--- config.mk ---
export PLATFORM = sky130hd
export DESIGN_NAME = vlsu_cam_alloc
export DESIGN_NICKNAME = d
export VERILOG_FILES = /design/src/rtl/vlsu_cam_alloc.sv
export SDC_FILE = /design/constraint.sdc
export NUM_CORES = 1
export LEC_CHECK = 0
export CAP_MARGIN = 10
export CORE_MARGIN = 2
export CORE_UTILIZATION = 46
export CTS_CLUSTER_DIAMETER = 150
export CTS_CLUSTER_SIZE = 20
export DETAILED_ROUTE_END_ITERATION = 6
export GPL_TIMING_DRIVEN = 0
export PLACE_DENSITY = 0.78
export SYNTH_ARGS = -nofsm -noshare
export SYNTH_HDL_FRONTEND = slang
export SYNTH_SLANG_ARGS = --single-unit
--- constraint.sdc ---
create_clock -name clk -period 4.6 [get_ports clk]
set_input_delay 0.92 -clock clk [delete_from_list [all_inputs] [get_ports clk]]
set_output_delay 0.92 -clock clk [all_outputs]
set_load 0.01 [all_outputs]
--- src/rtl/vlsu_cam_alloc.sv ---
// Circular-queue slot allocator feeding vlsu_cam_top: assigns tail slots, retires from head,
// and builds per-read-port age-ordered compare enable masks.
module vlsu_cam_alloc #(
    parameter int unsigned WIDTH   = 50,
    parameter int unsigned DEPTH   = 32,
    parameter int unsigned READ    = 3,
    parameter int unsigned ADDRESS = $clog2(DEPTH)
) (
    input  logic                              clk,
    input  logic                              arst_n,
    input  logic                              flush_i,
    input  logic                              alloc_valid_i,
    input  logic [WIDTH-1:0]                  alloc_data_i,
    output logic                              alloc_ready_o,
    output logic [ADDRESS-1:0]                alloc_idx_o,
    input  logic                              retire_i,
    input  logic [READ-1:0]                   query_valid_i,
    input  logic [READ-1:0][ADDRESS-1:0]      query_idx_i,
    output logic                              cam_write_o,
    output logic [ADDRESS-1:0]                cam_write_addr_o,
    output logic [WIDTH-1:0]                  cam_write_data_o,
    output logic [ADDRESS-1:0]                cam_head_o,
    output logic [READ-1:0][DEPTH-1:0]        cam_enable_o,
    output logic [ADDRESS:0]                  count_o,
    output logic                              full_o,
    output logic                              empty_o
);

    localparam logic [ADDRESS:0] FullCount = (ADDRESS + 1)'(DEPTH);
    localparam logic [ADDRESS:0] OneCount  = (ADDRESS + 1)'(1);

    logic [ADDRESS-1:0] head_q, head_d;
    logic [ADDRESS-1:0] tail_q, tail_d;
    logic [ADDRESS:0]   count_q, count_d;
    logic [DEPTH-1:0]   valid_q, valid_d;
    logic               wr_q, wr_d;
    logic [ADDRESS-1:0] wr_addr_q, wr_addr_d;
    logic [WIDTH-1:0]   wr_data_q, wr_data_d;
    logic               do_alloc, do_retire;

    assign full_o        = (count_q == FullCount);
    assign empty_o       = (count_q == '0);
    // Deliberately ignores retire_i so there is no combinational path from it.
    assign alloc_ready_o = !full_o;
    assign alloc_idx_o   = tail_q;
    assign cam_head_o    = head_q;
    assign count_o       = count_q;
    assign cam_write_o      = wr_q;
    assign cam_write_addr_o = wr_addr_q;
    assign cam_write_data_o = wr_data_q;

    assign do_alloc  = alloc_valid_i && alloc_ready_o && !flush_i;
    assign do_retire = retire_i && !empty_o && !flush_i;

    always_comb begin
        head_d    = head_q;
        tail_d    = tail_q;
        count_d   = count_q;
        valid_d   = valid_q;
        wr_d      = do_alloc;
        wr_addr_d = wr_addr_q;
        wr_data_d = wr_data_q;
        if (flush_i) begin
            head_d  = '0;
            tail_d  = '0;
            count_d = '0;
            valid_d = '0;
        end else begin
            // head == tail only when full or empty, so both updates never hit one slot.
            if (do_alloc) begin
                valid_d[tail_q] = 1'b1;
                tail_d          = tail_q + 1'b1;
                wr_addr_d       = tail_q;
                wr_data_d       = alloc_data_i;
            end
            if (do_retire) begin
                valid_d[head_q] = 1'b0;
                head_d          = head_q + 1'b1;
            end
            unique case ({do_alloc, do_retire})
                2'b10:   count_d = count_q + OneCount;
                2'b01:   count_d = count_q - OneCount;
                default: count_d = count_q;
            endcase
        end
    end

    always_ff @(posedge clk or negedge arst_n) begin
        if (!arst_n) begin
            head_q    <= '0;
            tail_q    <= '0;
            count_q   <= '0;
            valid_q   <= '0;
            wr_q      <= 1'b0;
            wr_addr_q <= '0;
            wr_data_q <= '0;
        end else begin
            head_q    <= head_d;
            tail_q    <= tail_d;
            count_q   <= count_d;
            valid_q   <= valid_d;
            wr_q      <= wr_d;
            wr_addr_q <= wr_addr_d;
            wr_data_q <= wr_data_d;
        end
    end

    // Age is the distance from head; modulo wrap comes free from ADDRESS-bit arithmetic.
    always_comb begin
        logic [ADDRESS-1:0] q_age;
        logic [ADDRESS-1:0] j_age;
        q_age        = '0;
        j_age        = '0;
        cam_enable_o = '0;
        for (int r = 0; r < READ; r++) begin
            q_age = query_idx_i[r] - head_q;
            for (int j = 0; j < DEPTH; j++) begin
                j_age = ADDRESS'(j) - head_q;
                cam_enable_o[r][j] = valid_q[j] && (!query_valid_i[r] || (j_age < q_age));
            end
        end
    end

endmodule

Word level (Yosys, flattened, before mapping)
Cells that the tools add are included.

word-level totals
  bits in latches = 0
  bits in read-only memories = 0
  bits in registers = 104
  memories kept = 0
  memory bits (writable) = 0

operators by class
  div/mod/pow operators = 0
  muxes and demuxes = 14
  equal/unequal tests = 3
  bitwise gates (word level) = 4
  $add $sub $neg = 39
  reductions and logical operators = 209
  shift-type cells = 0
  $lt $le $gt $ge = 100
  $mul = 0

operators by type and width
  kind                                                                                 number
  5-bit less-than comparator                                                           96
  32-bit 2-to-1 mux                                                                    4
  1-bit logical AND                                                                    102
  1-bit logical OR                                                                     96
  5-bit subtractor, first input constant                                               16
  4-bit by 5-bit subtractor with 5-bit output, first input constant                    8
  32-bit bitwise AND                                                                   1
  32-bit NOT                                                                           1
  32-bit bitwise OR                                                                    1
  5-bit 2-to-1 mux                                                                     4
  3-bit by 5-bit subtractor with 5-bit output, first input constant                    4
  5-bit subtractor                                                                     3
  5-bit by 6-bit less-than comparator with 1-bit output, second input constant         2
  6-bit one-hot mux with 2 select lines                                                1
  5-bit by 1-bit adder with 5-bit output, second input constant                        2
  1-bit demux with 5-bit select                                                        2
  5-bit by 1-bit greater-or-equal comparator with 1-bit output, second input constant  2
  1-bit by 5-bit subtractor with 5-bit output, first input constant                    2
  2-bit by 5-bit subtractor with 5-bit output, first input constant                    2
  6-bit by 1-bit adder with 6-bit output, second input constant                        1
  6-bit == test, second input constant                                                 1
  1-bit logical NOT                                                                    6
  6-bit logical NOT                                                                    1
  6-bit 2-to-1 mux                                                                     1
  8 further kinds                                                                      10

Logic depth before layout (Yosys ltp)
  word-level depth = 10
  mapped depth = 13
  depth with buffers taken out = 11

Worst setup path before layout
OpenSTA, ideal clock, no wires.

  path type = reg2out
  from = reg head_q[1], in the netlist cam_head_o[1]
  to = out cam_enable_o[28] (netlist name)
  required time = 3.680 ns
  path slack = -0.028 ns
  path buffers = 0
  stages on the path, launching flop included = 11
  data arrival time = 3.708 ns
  cells stage by stage = dfrtp_1 inv_1 ha_1 a21o_1 a21oi_1 xor2_1 ha_1 a21o_1 a31o_2 o311ai_0 o211a_1

RTL lines
  element                 line  text
  from (decl)             32    logic [ADDRESS-1:0] head_q, head_d;
  from (signal assigned)  90    head_q <= '0;
  from (signal assigned)  98    head_q <= head_d;
  to (decl)               23    output logic [READ-1:0][DEPTH-1:0] cam_enable_o,

==> run metrics <==
layout cells sized above 1 0.231; critical path arrival about 3600 ps; vias 10589; number of remaining DRC errors 0; cts hold-fix bufs 0; setup_tns 0 ps; initial antenna violation count 1; vias per cell 6.33; final hold viol count 0; total grt overflow 0; critical path class input port to output port; Yosys top cell area share 0.263; synthesis warning total 0; Syn Nets 1284; count of cell types in the netlist 60; Worst-Margin Slew 869 ps; element type at the critical path end output port; num rows 53; crit path launch type input port; Avg WL per Cell 24.3 um; Tmin final 4540 ps; Post-synth EDFFs 0; final worst path period share 0.988; HPWL Detailed 29600 um; Mapped Area 9900 um^2; overall die area 22700 um^2; status finished, final reports clean; Top FF cell, synth dfrtp_1; Async S/R FF share, synth 1.00; pin count of the biggest net entering global routing slightly above 60; worst skew pair latency 350 ps; Tot Pwr between 5000 and 6000 uW; skew final 10.7 ps; Multi-input gate area 7620 um^2; total core area 21100 um^2; CTS max path bufs 2; max_cap viols 0; clk root buf clkbuf_16; # diodes 0; Routability Congestion 0.997; Die X 151 um; fin. max-slew vios 0; Top Family by Delay on Critical Path buffers and inverters; crit-path max cell delay 520 ps; r2r setup slk 1630 ps; slew margin rel. 0.416; Antenna Violating Nets Remaining 0; clock sink total 104; Starting Density 0.470; cts bufs inserted 9; total wire length 40600 um; crit-path cells clkdlybuf4s50_1, ha_4, nor2b_2, o21a_2, buf_4, nor3_4, buf_4, clkbuf_4, nor3_2, o221a_2, clkdlybuf4s50_1; crit-path max FO 10; CP max-delay cell clkdlybuf4s50_1; pwr dens around 400 nW/um^2; endpoints failing setup 0; H-Tree Depth 3; largest cells by area after synthesis dfrtp_1, ha_1, mux2_1, a21oi_1, o221a_2; Nets about 1600; # IOs approximately 240; GRT Total Usage 0.351; sequential area share after synthesis 0.263; DR iter-0 viols approximately 880; Hold Path Class flip-flop to flip-flop; Layout Area Growth over Synthesis 46.8%; fillers between 1500 and 2000; Synth Register Bits 104; worst path bufs/invs 5; DRT Pass-1 Iters 6; Max Fclk 0.220 GHz; WP data required 3680 ps; leak pwr 0.00686 uW; Clock Pin Slew Worst Setup and Hold Paths 70 ps; FF/Latch Area 2610 um^2; peak supply drop around 0.00031 V; vias in the first global route roughly 11000; port bufs between 200 and 250; post-synthesis instance total 1063; first-pass GRT wire length 60800 um; Die Y-Extent between 150 and 200 um; Post-Syn Area per Cell 9.32 um^2; CTS tree done; cell taking the most area after synthesis dfrtp_1
## worst reg2reg max path: stages (launching register included)
cell and delay [ps]:
dfrtp_1 380, buf_2 180, or2_2 280, buf_2 170, nor3_4 250, nor3_1 150, ha_1 410, o31a_1 150
o21ai_0 60, a2111oi_0 540, or4_1 200, a21oi_1 60
## synth_stat cells, types with 11 or more instances
library cell,n
o221a_2,35
o21bai_1,11
clkbuf_1,42
o311a_1,13
a221oi_1,14
a21oi_1,80
ha_1,145
dfrtp_1,104
nor2b_1,11
a31oi_1,29
inv_1,72
o21a_1,15
a311oi_1,18
o21ai_0,27
mux2_1,55
nor2_1,32
nand2_1,45
xnor2_1,30
o31ai_1,18
and2_1,12
xor2_1,16
nand3_1,22
o211a_1,11
a221o_1,11
a21o_1,38
buf_2,18
nor3_1,37
## kinds of logic after synthesis
logic type | after synthesis | synth area share
XOR/XNOR | 46 | 0.0407
AO/OA/AOI/OAI | 384 | 0.292
multiplexers | 57 | 0.0647
adder cells (fa/ha/maj) | 148 | 0.189
buffers and inverters | 136 | 0.0557
AND/OR/NAND/NOR | 188 | 0.0950
flip-flops | 104 | 0.263
## cell usage in the layout (no fill, tap or decap), drive strengths merged, types with 16 or more instances in the layout
master         Yosys  layout
inv               72      71
xnor2             30      30
clkdlybuf4s50      0     139
a311oi            18      18
clkbuf            42      60
o31ai             18      18
nand3             22      22
buf               21     116
a31oi             29      29
a21oi             80      80
dfrtp            104     104
dlygate4sd2        0      60
nor2              32      32
a21o              38      38
nor3              39      39
mux2              56      56
ha               145     145
o21ai             32      32
nand2             45      45
xor2              16      16
o221a             35      35
## layer usage
layer  vias to the layer above  share of wire  track usage
met5                         -              0            0
met4                         0          0.058        0.203
met3                       135           0.10       0.0776
met2                       691           0.47        0.587
met1                      5048           0.37        0.416
li1                       4715              -            -
## sequential cells by signal, summed over array words and instances, names as in the netlist
signal,cells
cam_write_addr_o,5
cam_write_o,1
cam_head_o,5
alloc_idx_o,5
valid_q,32
cam_write_data_o,50
count_o,6
## stage by stage
stage          instance area [um^2]  instances   util  hold slack, ps  setup WS [ps]
2_1_floorplan                  9910       1063      -             529           65.1
3_3_place_gp                  12700       1579  0.601             466          -1940
3_5_place_dp                  12700       1580  0.603             474          -1510
4_1_cts                       14400       1666  0.682             489          0.403
5_1_grt                       14500       1673  0.690             497          -16.3
6_report                      14500       1673  0.690             485           56.6
## cell type report
type,instances,share of cell area
Buffer,62,0.0256
Inverter,73,0.0199
Multi-Input combinational cell,823,0.524
Clock buffer,13,0.0186
Sequential cell,104,0.180
Tap cell,275,0.0237
Clock inverter,3,0.00318
Timing Repair Buffer,320,0.205
## power breakdown
part	switching [uW]	internal, uW
Clock	347	470
Combinational	2010	1680
Sequential	105	1060
Total	2460	3210
## path summary, 6_finish.rpt
check / start / to / cells after the start
worst max register to register: count_o[1]$_DFFE_PN0P_ / count_o[5]$_DFFE_PN0P_ / 11
worst max-delay path: query_idx_i[7] / cam_enable_o[62] / 11
min in group asynchronous: arst_n / cam_write_data_o[35]$_DFFE_PN0P_ / 1
max in group asynchronous: arst_n / cam_head_o[3]$_DFFE_PN0P_ / 2
worst min register to register: cam_write_data_o[3]$_DFFE_PN0P_ / cam_write_data_o[3]$_DFFE_PN0P_ / 1
worst min-delay path: cam_write_data_o[3]$_DFFE_PN0P_ / cam_write_data_o[3]$_DFFE_PN0P_ / 1
## what timing repair did
action,in CTS,in global routing
resized for setup,359,50
setup endpoints to repair,96,66
pin swaps,37,23
setup buffers,73,7
Note: power is estimated with default switching activity, not from simulation.
==> edit (config.mk and constraints unchanged) <==
Make the reset (`arst_n`) synchronous in one clocked block.
--- a/src/rtl/vlsu_cam_alloc.sv
+++ b/src/rtl/vlsu_cam_alloc.sv
@@ -87,3 +87,3 @@
 
-    always_ff @(posedge clk or negedge arst_n) begin
+    always_ff @(posedge clk) begin
         if (!arst_n) begin
Formal check against the unedited RTL: differs if arst_n is asserted again (counterexample within 4 cycles, from zero or initial values and one cycle with arst_n low); with arst_n held inactive, the same outputs for 4 cycles.
==> edit against the original RTL <==
Critical path type unchanged. Wire length decreased by 11%. Synthesized area is 7.8% lower. Sequential cell count is the same. Cell area down 11%. Final cell count shrank 0.78%. Worst setup slack worse by 67 ps. Core utilization decreased by 2.1 points. Synthesized cell count up 2.8%. The run now ends with negative setup slack left.
Power is not compared: it rests on default switching activity, and its combinational part moved more than twofold at a synthesized area within 25%.
==> edit: results <==
metrics = {
    "run_status": {
        "status": "complete, but fails checks",
        "violations": "negative setup slack",
    },
    "drt": {
        "vias_per_cell": 6.17,
        "dr_wl_met3_mm": 3.80,
        "dr_wl_met2_mm": 16.5,
        "met1_length_mm": 13.9,
        "drt_wl_total_mm": 36.1,
    },
    "worst_setup_path": {
        "crit_path_end": "cam_enable_o[35]",
        "cp_slowest_cell": "buf_1",
        "max_stage_delay_ps": 670,
        "cp-startpoint": "query_valid_i[1]",
        "cp.arrival_ps": 3690,
        "reg2reg_from": "count_o[1]$_SDFFE_PP0P_",
    },
    "logic_synthesis": {
        "ys_types": 64,
        "postSynthAreaPerCell_um2": 8.35,
        "ys_top_cells_by_count": "108 x ha_1, 104 x dfxtp_1, 90 x nand2_1",
        "seq_area_frac_synth_pct": 22.8,
        "synth.area.top_cells": "dfxtp_1 23%, ha_1 15%, mux2i_1 6.4%",
    },
    "final_layout": {
        "inv_count": 65,
        "multi_input_area_um2": 7020,
        "n_all_buffers": 356,
        "n_fill_cell": 1587,
        "register_area_um2": 2090,
        "fin_nets": 1574,
        "drive_above_1_share_pct": 17.7,
        "bufAreaShareNonClock_pct": 23.0,
        "multi_input_cells": 854,
        "clock_buffers": 11,
    },
    "timing": {
        "setup_ws_ps": -10.2,
        "fin_setup_tns_ps": -10.2,
        "setup_viol": 1,
        "max-slew-margin-rel_pct": 45.0,
    },
    "global_route": {
        "met2_usage_pct": 52.4,
        "grt_max_degree": 18,
        "antenna_found_initial": 0,
        "grtUsageMet3_pct": 6.52,
    },
    "min_path": {
        "hp-start": "cam_write_data_o[7]$_SDFFE_PN0P_",
        "min_to": "cam_write_data_o[7]$_SDFFE_PN0P_",
    },
    "placement": {
        "io_buffer_count": 242,
    },
    "cts": {
        "postCtsSetupRepairBufs": 31,
    },
}
-- edit: cell types whose count changed after synthesis, sizes merged, moves of 23 or more --
cell    before  now
mux2i        1   58
mux2        56    0
dfrtp      104    0
o21ai       32   71
dfxtp        0  104
maj3         0   23
nor2b       11   60
nor3        39    9
a211oi       8   33
nand2       45   90
ha         145  108
-- edit: kinds of logic (layout without fill, tap and decap cells) --
kind of cell	count (synthesis)	count (layout)	synth area share, %
AO/OA/AOI/OAI	355	355	27.4
adder cells (fa/ha/maj)	134	134	18.0
AND/OR/NAND/NOR	260	260	14.9
flip-flops	104	104	22.8
buffers and inverters	135	437	6.07
multiplexers	58	58	6.36
XOR/XNOR	47	47	4.51
-- edit: per-stage QoR --
stage,setup slack (ps),hold slack [ps]
floorplan,129,480
global placement,-1520,494
detailed placement,-1580,506
CTS,-192,523
global route,-53.2,535
finish,-10.2,523
-- edit: power breakdown --
group	leakage [nW]	internal, mW	switching, mW
sequential	0.847	0.922	0.0136
combinational	4.68	0.301	0.398
clock	0.153	0.455	0.353
